$ cat src/rtl/hazard_detect_unit.sv
// Pipeline hazard detector: decides when to stall the front end, inject a
// bubble into ID/EX, or flush IF/ID for a redirect, and counts stall cycles.
module hazard_detect_unit (
    input  logic        clk,
    input  logic        rst_n,
    input  logic [4:0]  ifid_r1,
    input  logic [4:0]  ifid_r2,
    input  logic        ifid_uses_r2,
    input  logic        ifid_branch,
    input  logic        ifid_jump,
    input  logic        branch_taken,
    input  logic [4:0]  idex_reg_rd,
    input  logic        idex_reg_write,
    input  logic        idex_mem_read,
    input  logic [4:0]  exmem_reg_rd,
    input  logic        exmem_mem_read,
    output logic        o_pc_write,
    output logic        o_ifid_write,
    output logic        o_idex_bubble,
    output logic        o_ifid_flush,
    output logic [15:0] o_stall_count
);

    typedef enum logic {
        IDLE = 1'b0,
        HOLD = 1'b1
    } state_t;

    state_t      state_q;
    state_t      state_d;
    logic [15:0] stall_count_q;
    logic [15:0] stall_count_d;

    logic match_ex;
    logic match_mem;
    logic hazard_1;
    logic hazard_2;
    logic stall;

    // x0 is hardwired zero, so it can never be a real producer.
    function automatic logic reg_match(input logic [4:0] rd,
                                       input logic [4:0] r1,
                                       input logic [4:0] r2,
                                       input logic       uses_r2);
        return (rd != 5'd0) && ((rd == r1) || (uses_r2 && (rd == r2)));
    endfunction

    assign match_ex  = reg_match(idex_reg_rd,  ifid_r1, ifid_r2, ifid_uses_r2);
    assign match_mem = reg_match(exmem_reg_rd, ifid_r1, ifid_r2, ifid_uses_r2);

    // A branch reading a load still in EX needs the data two stages later.
    assign hazard_2 = ifid_branch && idex_mem_read && match_ex;

    assign hazard_1 = (idex_mem_read && match_ex)
                   || (ifid_branch && idex_reg_write && !idex_mem_read && match_ex)
                   || (ifid_branch && exmem_mem_read && match_mem);

    always_comb begin
        state_d = state_q;
        stall   = 1'b0;
        unique case (state_q)
            IDLE: begin
                stall = hazard_1 || hazard_2;
                if (hazard_2) begin
                    state_d = HOLD;
                end
            end
            HOLD: begin
                stall   = 1'b1;
                state_d = IDLE;
            end
            default: begin
                state_d = IDLE;
            end
        endcase
    end

    always_comb begin
        stall_count_d = stall_count_q;
        if (stall && (stall_count_q != 16'hFFFF)) begin
            stall_count_d = stall_count_q + 16'd1;
        end
    end

    always_ff @(posedge clk or negedge rst_n) begin
        if (!rst_n) begin
            state_q       <= IDLE;
            stall_count_q <= 16'd0;
        end else begin
            state_q       <= state_d;
            stall_count_q <= stall_count_d;
        end
    end

    // A redirecting branch must not be flushed while it is itself stalled.
    assign o_pc_write    = !stall;
    assign o_ifid_write  = !stall;
    assign o_idex_bubble = stall;
    assign o_ifid_flush  = !stall && ((ifid_branch && branch_taken) || ifid_jump);
    assign o_stall_count = stall_count_q;

endmodule

$ cat config.mk
export PLATFORM = sky130hd
export DESIGN_NAME = hazard_detect_unit
export DESIGN_NICKNAME = d
export VERILOG_FILES = /design/src/rtl/hazard_detect_unit.sv
export SDC_FILE = /design/constraint.sdc
export NUM_CORES = 1
export LEC_CHECK = 0
export ABC_AREA = 1
export BUFFER_PORTS_ARGS = -buffer_cell sky130_fd_sc_hd__buf_2
export CAP_MARGIN = 20
export CORE_ASPECT_RATIO = 1.2
export CORE_MARGIN = 1
export CORE_UTILIZATION = 50
export DETAILED_ROUTE_END_ITERATION = 8
export PLACE_DENSITY = 0.87
export SLEW_MARGIN = 20
export SYNTH_ARGS = -nofsm -noshare
export SYNTH_HDL_FRONTEND = slang
export SYNTH_SLANG_ARGS = --single-unit
$ cat constraint.sdc
create_clock -name clk -period 1.95 [get_ports clk]
set_input_delay 0.39 -clock clk [delete_from_list [all_inputs] [get_ports clk]]
set_output_delay 0.39 -clock clk [all_outputs]
set_load 0.02 [all_outputs]
# --- Word-level counts from Yosys, hierarchy flattened ---
# Cells that the tools add are included.
word_totals:
  in_bits: 29
  register_bits: 17
  out_inout_bits: 20
  word_cells: 37
op_classes:
  reduce_logical: 25
  bitwise_logic: 1
  add_sub_neg: 1
  n_eq_ne: 5
  n_mux: 3
op_table:
  columns: ["op", "count"]
  rows:
  - ["$eq 5x5->1", 4]
  - ["$add 16x1->16 const B", 1]
  - ["$ne 16x16->1 const B", 1]
  - ["$logic_and 1x1->1", 15]
  - ["$reduce_bool 5->1", 2]
  - ["$logic_or 1x1->1", 6]
  - ["$pmux 1 s2", 2]
  - ["$logic_not 1->1", 2]
  - ["$mux 1", 1]
  - ["$not 1->1", 1]

# --- Longest topological paths before layout ---
# Gate-level depths: netlist of the first run.
depth:
  word_depth: 11
  depth_mapped: 12
  mapped_depth_nobuf: 11

# --- Worst setup path before layout of the first run ---
# No wires, ideal clock.
synth_timing:
  kind: "input to output"
  start: "in exmem_reg_rd[0]"
  end: "out o_pc_write"
  cell_stages: 11
  n_path_buf: 3
  slack_ns: 0.041
  arrival_time_ns: 1.519
  t_required_ns: 1.560
  cell_sequence: "inv_1 o21ai_0 nor2_1 nand3_1 nand2_1 nand2_1 nand3_2 buf_6 buf_12 inv_1 buf_4"
synth_between:
  elab_chain_cells: 9
synth_lines:
  columns: ["item", "line", "rtl"]
  rows:
  - ["start, declared", "15", "input logic [4:0] exmem_reg_rd,"]
  - ["$eq 5x5->1", "45", "return (rd != 5'd0) && ((rd == r1) || (uses_r2 && (rd == r2)));"]
  - ["$logic_and 1x1->1", "45", null]
  - ["$logic_or 1x1->1", "45", null]
  - ["$logic_and 1x1->1 (*)", "45", null]
  - ["$logic_and 1x1->1 (*)", "56", "|| (ifid_branch && exmem_mem_read && match_mem);"]
  - ["$logic_or 1x1->1 (*)", "56", null]
  - ["$logic_or 1x1->1 (*)", "63", "stall = hazard_1 || hazard_2;"]
  - ["$pmux 1 s2 (*)", "61", "unique case (state_q)"]
  - ["net o_idex_bubble", "19", "output logic o_idex_bubble,"]
  - ["$logic_not 1->1 (*)", null, null]
  - ["end, declared", "17", "output logic o_pc_write,"]
# The timed path passes the listed nets; every way through them passes the cells marked *.

# --- Final worst setup path of the first run ---
layout_timing:
  start: "in exmem_reg_rd[2]"
  end: "out o_ifid_flush"
layout_between:
  elab_chain_cells: 10
layout_lines:
  columns: ["item", "line", "rtl"]
  rows:
  - ["$eq 5x5->1", "45", null]
  - ["$logic_and 1x1->1", "45", null]
  - ["$logic_or 1x1->1", "45", null]
  - ["$logic_and 1x1->1 (*)", "45", null]
  - ["$logic_and 1x1->1 (*)", "56", null]
  - ["$logic_or 1x1->1 (*)", "56", null]
  - ["$logic_or 1x1->1 (*)", "63", null]
  - ["$pmux 1 s2 (*)", "61", null]
  - ["$logic_not 1->1 (*)", "99", "assign o_ifid_flush = !stall && ((ifid_branch && branch_taken) || ifid_jump);"]
  - ["$logic_and 1x1->1 (*)", "99", null]
  - ["end, declared", "20", "output logic o_ifid_flush,"]
# Mark *: on every way between the ends. The rest lies on a longest branch, timed or not.

==> metrics.txt, run 1 <==
ys flop type dfrtp_1; status complete, no violations; Core ar. 2785 um^2; Leak Pwr 1.089 nW; hold path startpoint idex_mem_read; reg2reg start o_stall_count[1]$_DFFE_PN0P_; YS warnings 0; Non-Filler Instances 316; Initial DRC Count 34; syn_area_per_cell 6.386 um^2; most common cell in the netlist nand2_1; layout cells sized above 1 0.2376; area delta synth->final 19.34%; hpwl dp 2657 um; Pwr Total 0.9705 mW; Post-Syn Area 1475 um^2; Crit Path Category primary input to primary output; post-route minimum period 1821 ps; vias in the first global route 1388; CTS Buffer Depth 2; diode count 0; CTS tree built; largest net degree at the start of global routing 18; postcts setup bufs 0; post-synthesis register bit count 17; IO buf count 48; syn nets 261; PwrDens 551.3 nW/um^2; EDFF count, synth 0; via count 1589; endpoint type of the worst setup path primary output; Clock Skews 13.41 ps; Setup TNS 0 ps; Slew Limit Fails 0; register area share after synthesis 0.2884; Max IR drop VDD 384.4 uV; Worst-Skew Late Latency 310 ps; synth top area cells dfrtp_1 29%, nand2_1 24%, nand3_1 9.5%, inv_1 6.6%, xor2_1 5.3%; period utilization 0.9339; detailed-router iteration count before antenna repair 4; asr flop ratio synth 1.000; io pins 49; post-route cell area 1760 um^2; initial antenna violation count 0; die height 61.50 um; Fmax 0.5491 GHz; ANT nets after route 0; Syn Inst Count 231; # resized after CTS 0; unrepaired setup endpoints after global routing false; final core utilization 0.6321; Worst-path clk slew 90 ps; final hold slack 352.2 ps; TritonCTS buffer count 3; first-pass GRT wire length 5561 um; fin nets 313; GRT Util Overall 0.2301; RD Place Congestion 0.8481; worst min path class primary input to flip-flop; Final WS setup 128.9 ps; global route overflow 0; share of Yosys cell area claimed by the top area cell type 0.2884; Max Cap Viol 0; commonest cells in the synthesized netlist 96 x nand2_1, 28 x nand3_1, 26 x inv_1, 17 x dfrtp_1, 17 x nor2_1; Slew @ Worst Pin 380.7 ps; routed len/inst 10.73 um; clock net sink count 17; Critical Path RT 1560 ps; Yosys cell types 22; Inst Count DP 311; dpl cell area 1723 um^2; Initial Utilization 0.5296; final setup vio count 0; Die ar. 3172 um^2; Clock Tree Root clkbuf_4; drt total wl 3390 um; Max Fanout on Critical Path 6; Fin. Hold Viols 0; Vias/cell 5.028; Place WS 111.9 ps; die span in x 51.59 um; Crit. Startpoint exmem_reg_rd[2]; relative slew slack 0.7462; cell taking the most area after synthesis dfrtp_1; CP arrival 1430 ps; DRC Markers 0; H-tree levels 1; CP Launch Type primary input; Rows 21
layer usage:
metal / track usage / part of all wire
met1: 0.2538 / 0.43
met2: 0.4545 / 0.50
met3: 0.02222 / 0.058
met4: 0.08108 / 0.014
met5: 0 / 0
timing repair:
| item | CTS | global route |
|---|---|---|
| hold endpoints to repair | 10 | 0 |
| setup endpoints to repair | 0 | 0 |
| hold buffers | 1 | 0 |
cell usage in the layout, fill, tap and decap left out:
master          n
a21oi_1         3
buf_2          48
buf_4           3
clkbuf_4        3
clkinv_2        1
dfrtp_1        17
dlygate4sd3_1   1
ha_1            1
inv_1          26
inv_2           4
nand2_1        96
nand2_4         2
nand3_1        28
nand3_2         3
nand3b_1        1
nand4_1         2
nor2_1         17
nor2_2          1
nor3_1          5
nor4_2          1
nor4_4          1
o21ai_0         2
xnor2_1         7
xor2_1          9
cells by family (layout without fill, tap and decap cells):
kind of cell,after synthesis,in the layout,share of synthesized area
AND/OR/NAND/NOR,157,157,0.4758
buffers and inverters,35,86,0.1153
flip-flops,17,17,0.2884
XOR/XNOR,16,16,0.09500
AO/OA/AOI/OAI,5,5,0.01696
adder cells (fa/ha/maj),1,1,0.008480
flip-flops by register name, indices dropped and copies added, names as in the netlist:
signal	count
state_q	1
o_stall_count	16
worst paths after layout:
check                                                     end  slack (ps)  cells past startpoint
min in group asynchronous        o_stall_count[4]$_DFFE_PN0P_         550                      2
worst min-delay path                        state_q$_DFF_PN0_         350                      3
max in group asynchronous       o_stall_count[10]$_DFFE_PN0P_        1120                      2
worst min register to register              state_q$_DFF_PN0_         430                      1
worst max-delay path                             o_ifid_flush         130                      9
worst max register to register   o_stall_count[4]$_DFFE_PN0P_         270                      7
report_power, final:
group / total (mW) / internal (mW) / switching [mW]
clock: 0.196 / 0.0766 / 0.119
sequential: 0.432 / 0.388 / 0.0446
combinational: 0.343 / 0.134 / 0.208
critical path, stage by stage:
cell	delay [ps]
buf_2	120
nor3_1	210
nand3_1	90
nand3_1	80
inv_1	40
nand2_1	70
nand3_2	140
nor2_1	120
buf_2	170
area by class of cell:
class                      instances  area (um^2)
clock buffer                       3        22.52
clock inverter                     1        5.005
fill                             283         1025
inverter                          30        112.6
multi-input combinational        179        879.6
sequential                        17        425.4
tap                               34        42.54
timing repair buffer              52        272.8
(Power assumes the default switching activity.)
==> run 2: changes to the inputs <==
--- a/config.mk
+++ b/config.mk
@@ -13,6 +13,7 @@
 export CORE_UTILIZATION = 50
 export DETAILED_ROUTE_END_ITERATION = 8
 export PLACE_DENSITY = 0.87
+export REMOVE_ABC_BUFFERS = 1
 export SLEW_MARGIN = 20
 export SYNTH_ARGS = -nofsm -noshare
 export SYNTH_HDL_FRONTEND = slang
==> constraint.sdc (replaced) <==
create_clock -name clk -period 1.95 [get_ports clk]
set_input_delay 0.39 -clock clk [delete_from_list [all_inputs] [get_ports clk]]
set_output_delay 0.39 -clock clk [all_outputs]
set_load 0.005 [all_outputs]
==> run 2 against run 1 <==
Critical endpoint unchanged. Maximum frequency increased by 1.3%. Sequential share of layout area up 0.12 points. Global-route usage grew 0.67 points. Non-clock buffer count fell by 1. Worst setup slack better by 23 ps. Die area is the same. Largest power group unchanged. Critical path type unchanged. First-iteration DRC count up 100%. Cell area down 0.50%. Highest routed layer unchanged.
==> metrics.txt, run 2 (synthesis results as in run 1) <==
Worst-path clk slew 90 ps; Initial DRC Count 69; via count 1579; fin nets 312; worst r2r path cells 7; area delta synth->final 18.74%; PwrDens 518.3 nW/um^2; Setup TNS 0 ps; final setup vio count 0; relative slew slack 0.7514; Critical Path RT 1560 ps; postcts setup bufs 0; CP Launch Type primary input; leading cell type in the layout, fill and taps excluded nand2_1; Clock Skews 10.97 ps; unrepaired setup endpoints after global routing false; RD Place Congestion 0.8806; Max Fanout on Critical Path 5; Fin. Hold Viols 0; Rows 21; Pwr Total 0.9079 mW; first-pass GRT wire length 5568 um; Fmax 0.5561 GHz; die span in x 51.59 um; Hold Buf Count CTS 1; TritonCTS buffer count 3; ANT nets after route 0; most frequent cells in the layout 96 x nand2_1, 48 x buf_2, 28 x nand3_1; layout cells sized above 1 0.2313; Hold Path Depth 3; DRC Markers 0; post-route minimum period 1798 ps; Worst-Skew Late Latency 300 ps; global route overflow 0; Crit Path Category primary input to primary output; Slew @ Worst Pin 372.9 ps; Initial Utilization 0.5296; Slew Limit Fails 0; endpoint type of the worst setup path primary output; max FFs per register 16; hpwl dp 2722 um; die height 61.50 um; io pins 49; # resized after CTS 0; detailed-router iteration count before antenna repair 4; worst min path class primary input to flip-flop; vias in the first global route 1400; routed len/inst 11.22 um; largest net degree at the start of global routing 18; Clock Tree Root clkbuf_4; Max IR drop VDD 580.8 uV; H-tree levels 1; CTS tree built; Max Cap Viol 0; CP arrival 1410 ps; GRT Util Overall 0.2368; drt total wl 3534 um; CTS Buffer Depth 2; initial antenna violation count 0; status complete, no violations; Leak Pwr 1.081 nW; period utilization 0.9221; Die ar. 3172 um^2; Core ar. 2785 um^2; diode count 0; IO buf count 48; clock net sink count 17; Vias/cell 5.013
==> run 2: cell count changes in the layout (fill, tap and decap cells not counted), sizes merged <==
cell and change:
buf -1, clkbuf +1, clkinv -1
==> run 2: worst max-delay path: stages <==
cell and delay (ps):
buf_2 120, nor3_1 240, nand3_1 110, nand3_1 80, inv_1 40, nand2_1 70
nand3_2 120, nor2_1 120, buf_2 120
==> run 2: metal layers <==
layer / vias up / global-route usage / part of all wire
met5: - / 0 / 0
met4: 0 / 0.1313 / 0.021
met3: 6 / 0.01975 / 0.046
met2: 58 / 0.4545 / 0.53
met1: 696 / 0.2554 / 0.40
li1: 819 / - / -
==> run 2: layout make-up <==
cell class	instances	area, um^2
Fill cell	280	1033
Multi-Input combinational cell	179	879.6
Sequential cell	17	425.4
Timing Repair Buffer	51	265.3
Inverter	30	112.6
Tap cell	34	42.54
Clock buffer	4	26.28
==> run 2: final timing paths <==
path                                               from                             to  slack (ps)
setup / recovery                        exmem_reg_rd[2]                   o_ifid_flush         150
hold reg to reg                       state_q$_DFF_PN0_              state_q$_DFF_PN0_         420
setup reg to reg           o_stall_count[0]$_DFFE_PN0P_   o_stall_count[5]$_DFFE_PN0P_         210
min in group asynchronous                         rst_n  o_stall_count[13]$_DFFE_PN0P_         540
max in group asynchronous                         rst_n   o_stall_count[5]$_DFFE_PN0P_        1130
hold / removal                            idex_mem_read              state_q$_DFF_PN0_         350
==> run 2: through the flow <==
stage          cell area [um^2]  utilization  hold WS [ps]  std cells  setup slack (ps)
2_1_floorplan              1418            -         94.41        226             290.1
3_3_place_gp               1715       0.6159         327.2        310             115.2
3_5_place_dp               1715       0.6159         331.8        310             136.8
4_1_cts                    1752       0.6289         340.6        315             131.6
5_1_grt                    1752       0.6289         353.1        315             41.54
6_report                   1752       0.6289         345.5        315             151.9
==> run 2: power by group <==
part	switching, mW	internal, mW
combinational	0.144	0.122
sequential	0.0595	0.388
clock	0.115	0.0799
==> run 3: changes to the inputs <==
--- a/config.mk
+++ b/config.mk
@@ -8,9 +8,11 @@
 export ABC_AREA = 1
 export BUFFER_PORTS_ARGS = -buffer_cell sky130_fd_sc_hd__buf_2
 export CAP_MARGIN = 20
+export CELL_PAD_IN_SITES_DETAIL_PLACEMENT = 0
+export CELL_PAD_IN_SITES_GLOBAL_PLACEMENT = 1
 export CORE_ASPECT_RATIO = 1.2
-export CORE_MARGIN = 1
-export CORE_UTILIZATION = 50
+export CORE_MARGIN = 2
+export CORE_UTILIZATION = 34
 export DETAILED_ROUTE_END_ITERATION = 8
 export PLACE_DENSITY = 0.87
 export REMOVE_ABC_BUFFERS = 1
==> run 3 against run 2 <==
Hold slack lost 290 ps. Highest routed layer unchanged. Cell area grew 2.5%. Cell count grew 7.0%. Critical endpoint unchanged. Die area grew 54%. Routed wire length grew 6.5%. Combinational power grew 11%. Total power grew 9.5%. Largest cell class unchanged. First-iteration DRC count grew 14%. Clock skew shrank 8.7 ps. Global-route usage shrank 6.7 points. Count of clock-buffer cells in the layout is the same.
==> metrics.txt, run 3 (synthesis results as in run 1) <==
status complete, no violations; reg2reg start o_stall_count[1]$_DFFE_PN0P_; global route overflow 0; Core ar. 4229 um^2; RD Place Congestion 0.8138; fin nets 312; first-pass GRT wire length 6789 um; initial antenna violation count 0; detailed-router iteration count before antenna repair 4; Final WS setup 183.4 ps; H-tree levels 1; final setup vio count 0; IO buf count 48; DRC Markers 0; CTS tree built; Hold Buf Count CTS 0; Initial Utilization 0.3488; drt total wl 3763 um; CP arrival 1380 ps; Inst Count DP 333; Initial DRC Count 79; CP Launch Type primary input; Max IR drop VDD 391.1 uV; Max Cap Viol 0; worst min path class primary input to async pin; vias in the first global route 1545; Slew Limit Fails 0; largest net degree at the start of global routing 18; PwrDens 553.7 nW/um^2; via count 1566; Vias/cell 4.647; clock net sink count 17; Die ar. 4884 um^2; GRT Util Overall 0.1702; Fmax 0.5661 GHz; Non-Filler Instances 337; ANT nets after route 0; Critical Path RT 1560 ps; Fin. Hold Viols 0; most frequent cells in the layout 96 x nand2_1, 48 x buf_2, 28 x nand3_1; Leak Pwr 1.090 nW; period utilization 0.9060; Setup TNS 0 ps; CTS Buffer Depth 2; Rows 26; TritonCTS buffer count 3; endpoint type of the worst setup path primary output; diode count 0; hpwl dp 2979 um; routed len/inst 11.17 um; Slew @ Worst Pin 385.3 ps; relative slew slack 0.7431; die height 76.16 um; Clock Skews 2.272 ps; area delta synth->final 21.71%; max FFs per register 16; reg2reg setup slack 250 ps; Crit Path Category primary input to primary output; Max Fanout on Critical Path 4; Place WS 153.8 ps; unrepaired setup endpoints after global routing false; leading cell type in the layout, fill and taps excluded nand2_1; Crit. Startpoint exmem_reg_rd[2]; io pins 49; Clock Tree Root clkbuf_8; # resized after CTS 0; Worst-path clk slew 60 ps; die span in x 64.13 um; post-route minimum period 1767 ps; Worst-Skew Late Latency 250 ps; layout cells sized above 1 0.2349; postcts setup bufs 0
==> run 3: changes by cell type in the layout (fill, tap and decap cells not counted) <==
cell           delta
clkbuf_4          -3
clkbuf_8          +3
buf_4             +1
dlygate4sd3_1     -1
==> run 3: metrics by stage <==
step | area (um^2) | hold WS (ps) | utilization | total power, mW
3_3_place_gp | 1750 | 334.4 | 0.4139 | 0.7374
5_1_grt | 1795 | 74.95 | 0.4246 | 1.075
2_1_floorplan | 1418 | 94.41 | - | 0.5912
4_1_cts | 1795 | 66.20 | 0.4246 | 1.005
3_5_place_dp | 1750 | 337.0 | 0.4139 | 0.7421
6_report | 1795 | 54.31 | 0.4246 | 0.9942
==> run 3: layout make-up <==
type | instances | area (um^2)
tap | 56 | 70.07
inverter | 30 | 112.6
sequential | 17 | 425.4
timing repair buffer | 51 | 262.8
fill | 471 | 2434
multi-input combinational | 179 | 879.6
clock buffer | 4 | 45.04
==> run 3: routing by layer <==
metal / part of all wire / track usage / wire, um / vias up
met5: 0 / 0 / 0 / -
met4: 0.0082 / 0.04468 / 31 / 0
met3: 0.061 / 0.02511 / 229 / 4
met2: 0.50 / 0.3042 / 1900 / 42
met1: 0.43 / 0.2106 / 1601 / 708
li1: - / - / - / 812
==> run 3: final timing paths <==
check                      cells after the start                             to
max in group asynchronous                      1   o_stall_count[4]$_DFFE_PN0P_
min in group clk                               3              state_q$_DFF_PN0_
setup reg to reg                               7  o_stall_count[13]$_DFFE_PN0P_
hold reg to reg                                1              state_q$_DFF_PN0_
setup / recovery                               9                   o_ifid_flush
hold / removal                                 1  o_stall_count[12]$_DFFE_PN0P_
==> run 3: critical path: stages <==
cell	delay [ps]
buf_2	130
nor3_1	210
nand3_1	120
nand3_1	90
inv_1	40
nand2_1	70
nand3_2	110
nor2_1	100
buf_2	120
==> run 3: power breakdown <==
group	switching [mW]	total, mW	leakage (nW)	internal (mW)
clock network	0.116	0.261	0.0228	0.145
registers	0.0509	0.439	0.233	0.388
logic	0.162	0.294	0.834	0.132
total	0.329	0.994	1.09	0.665
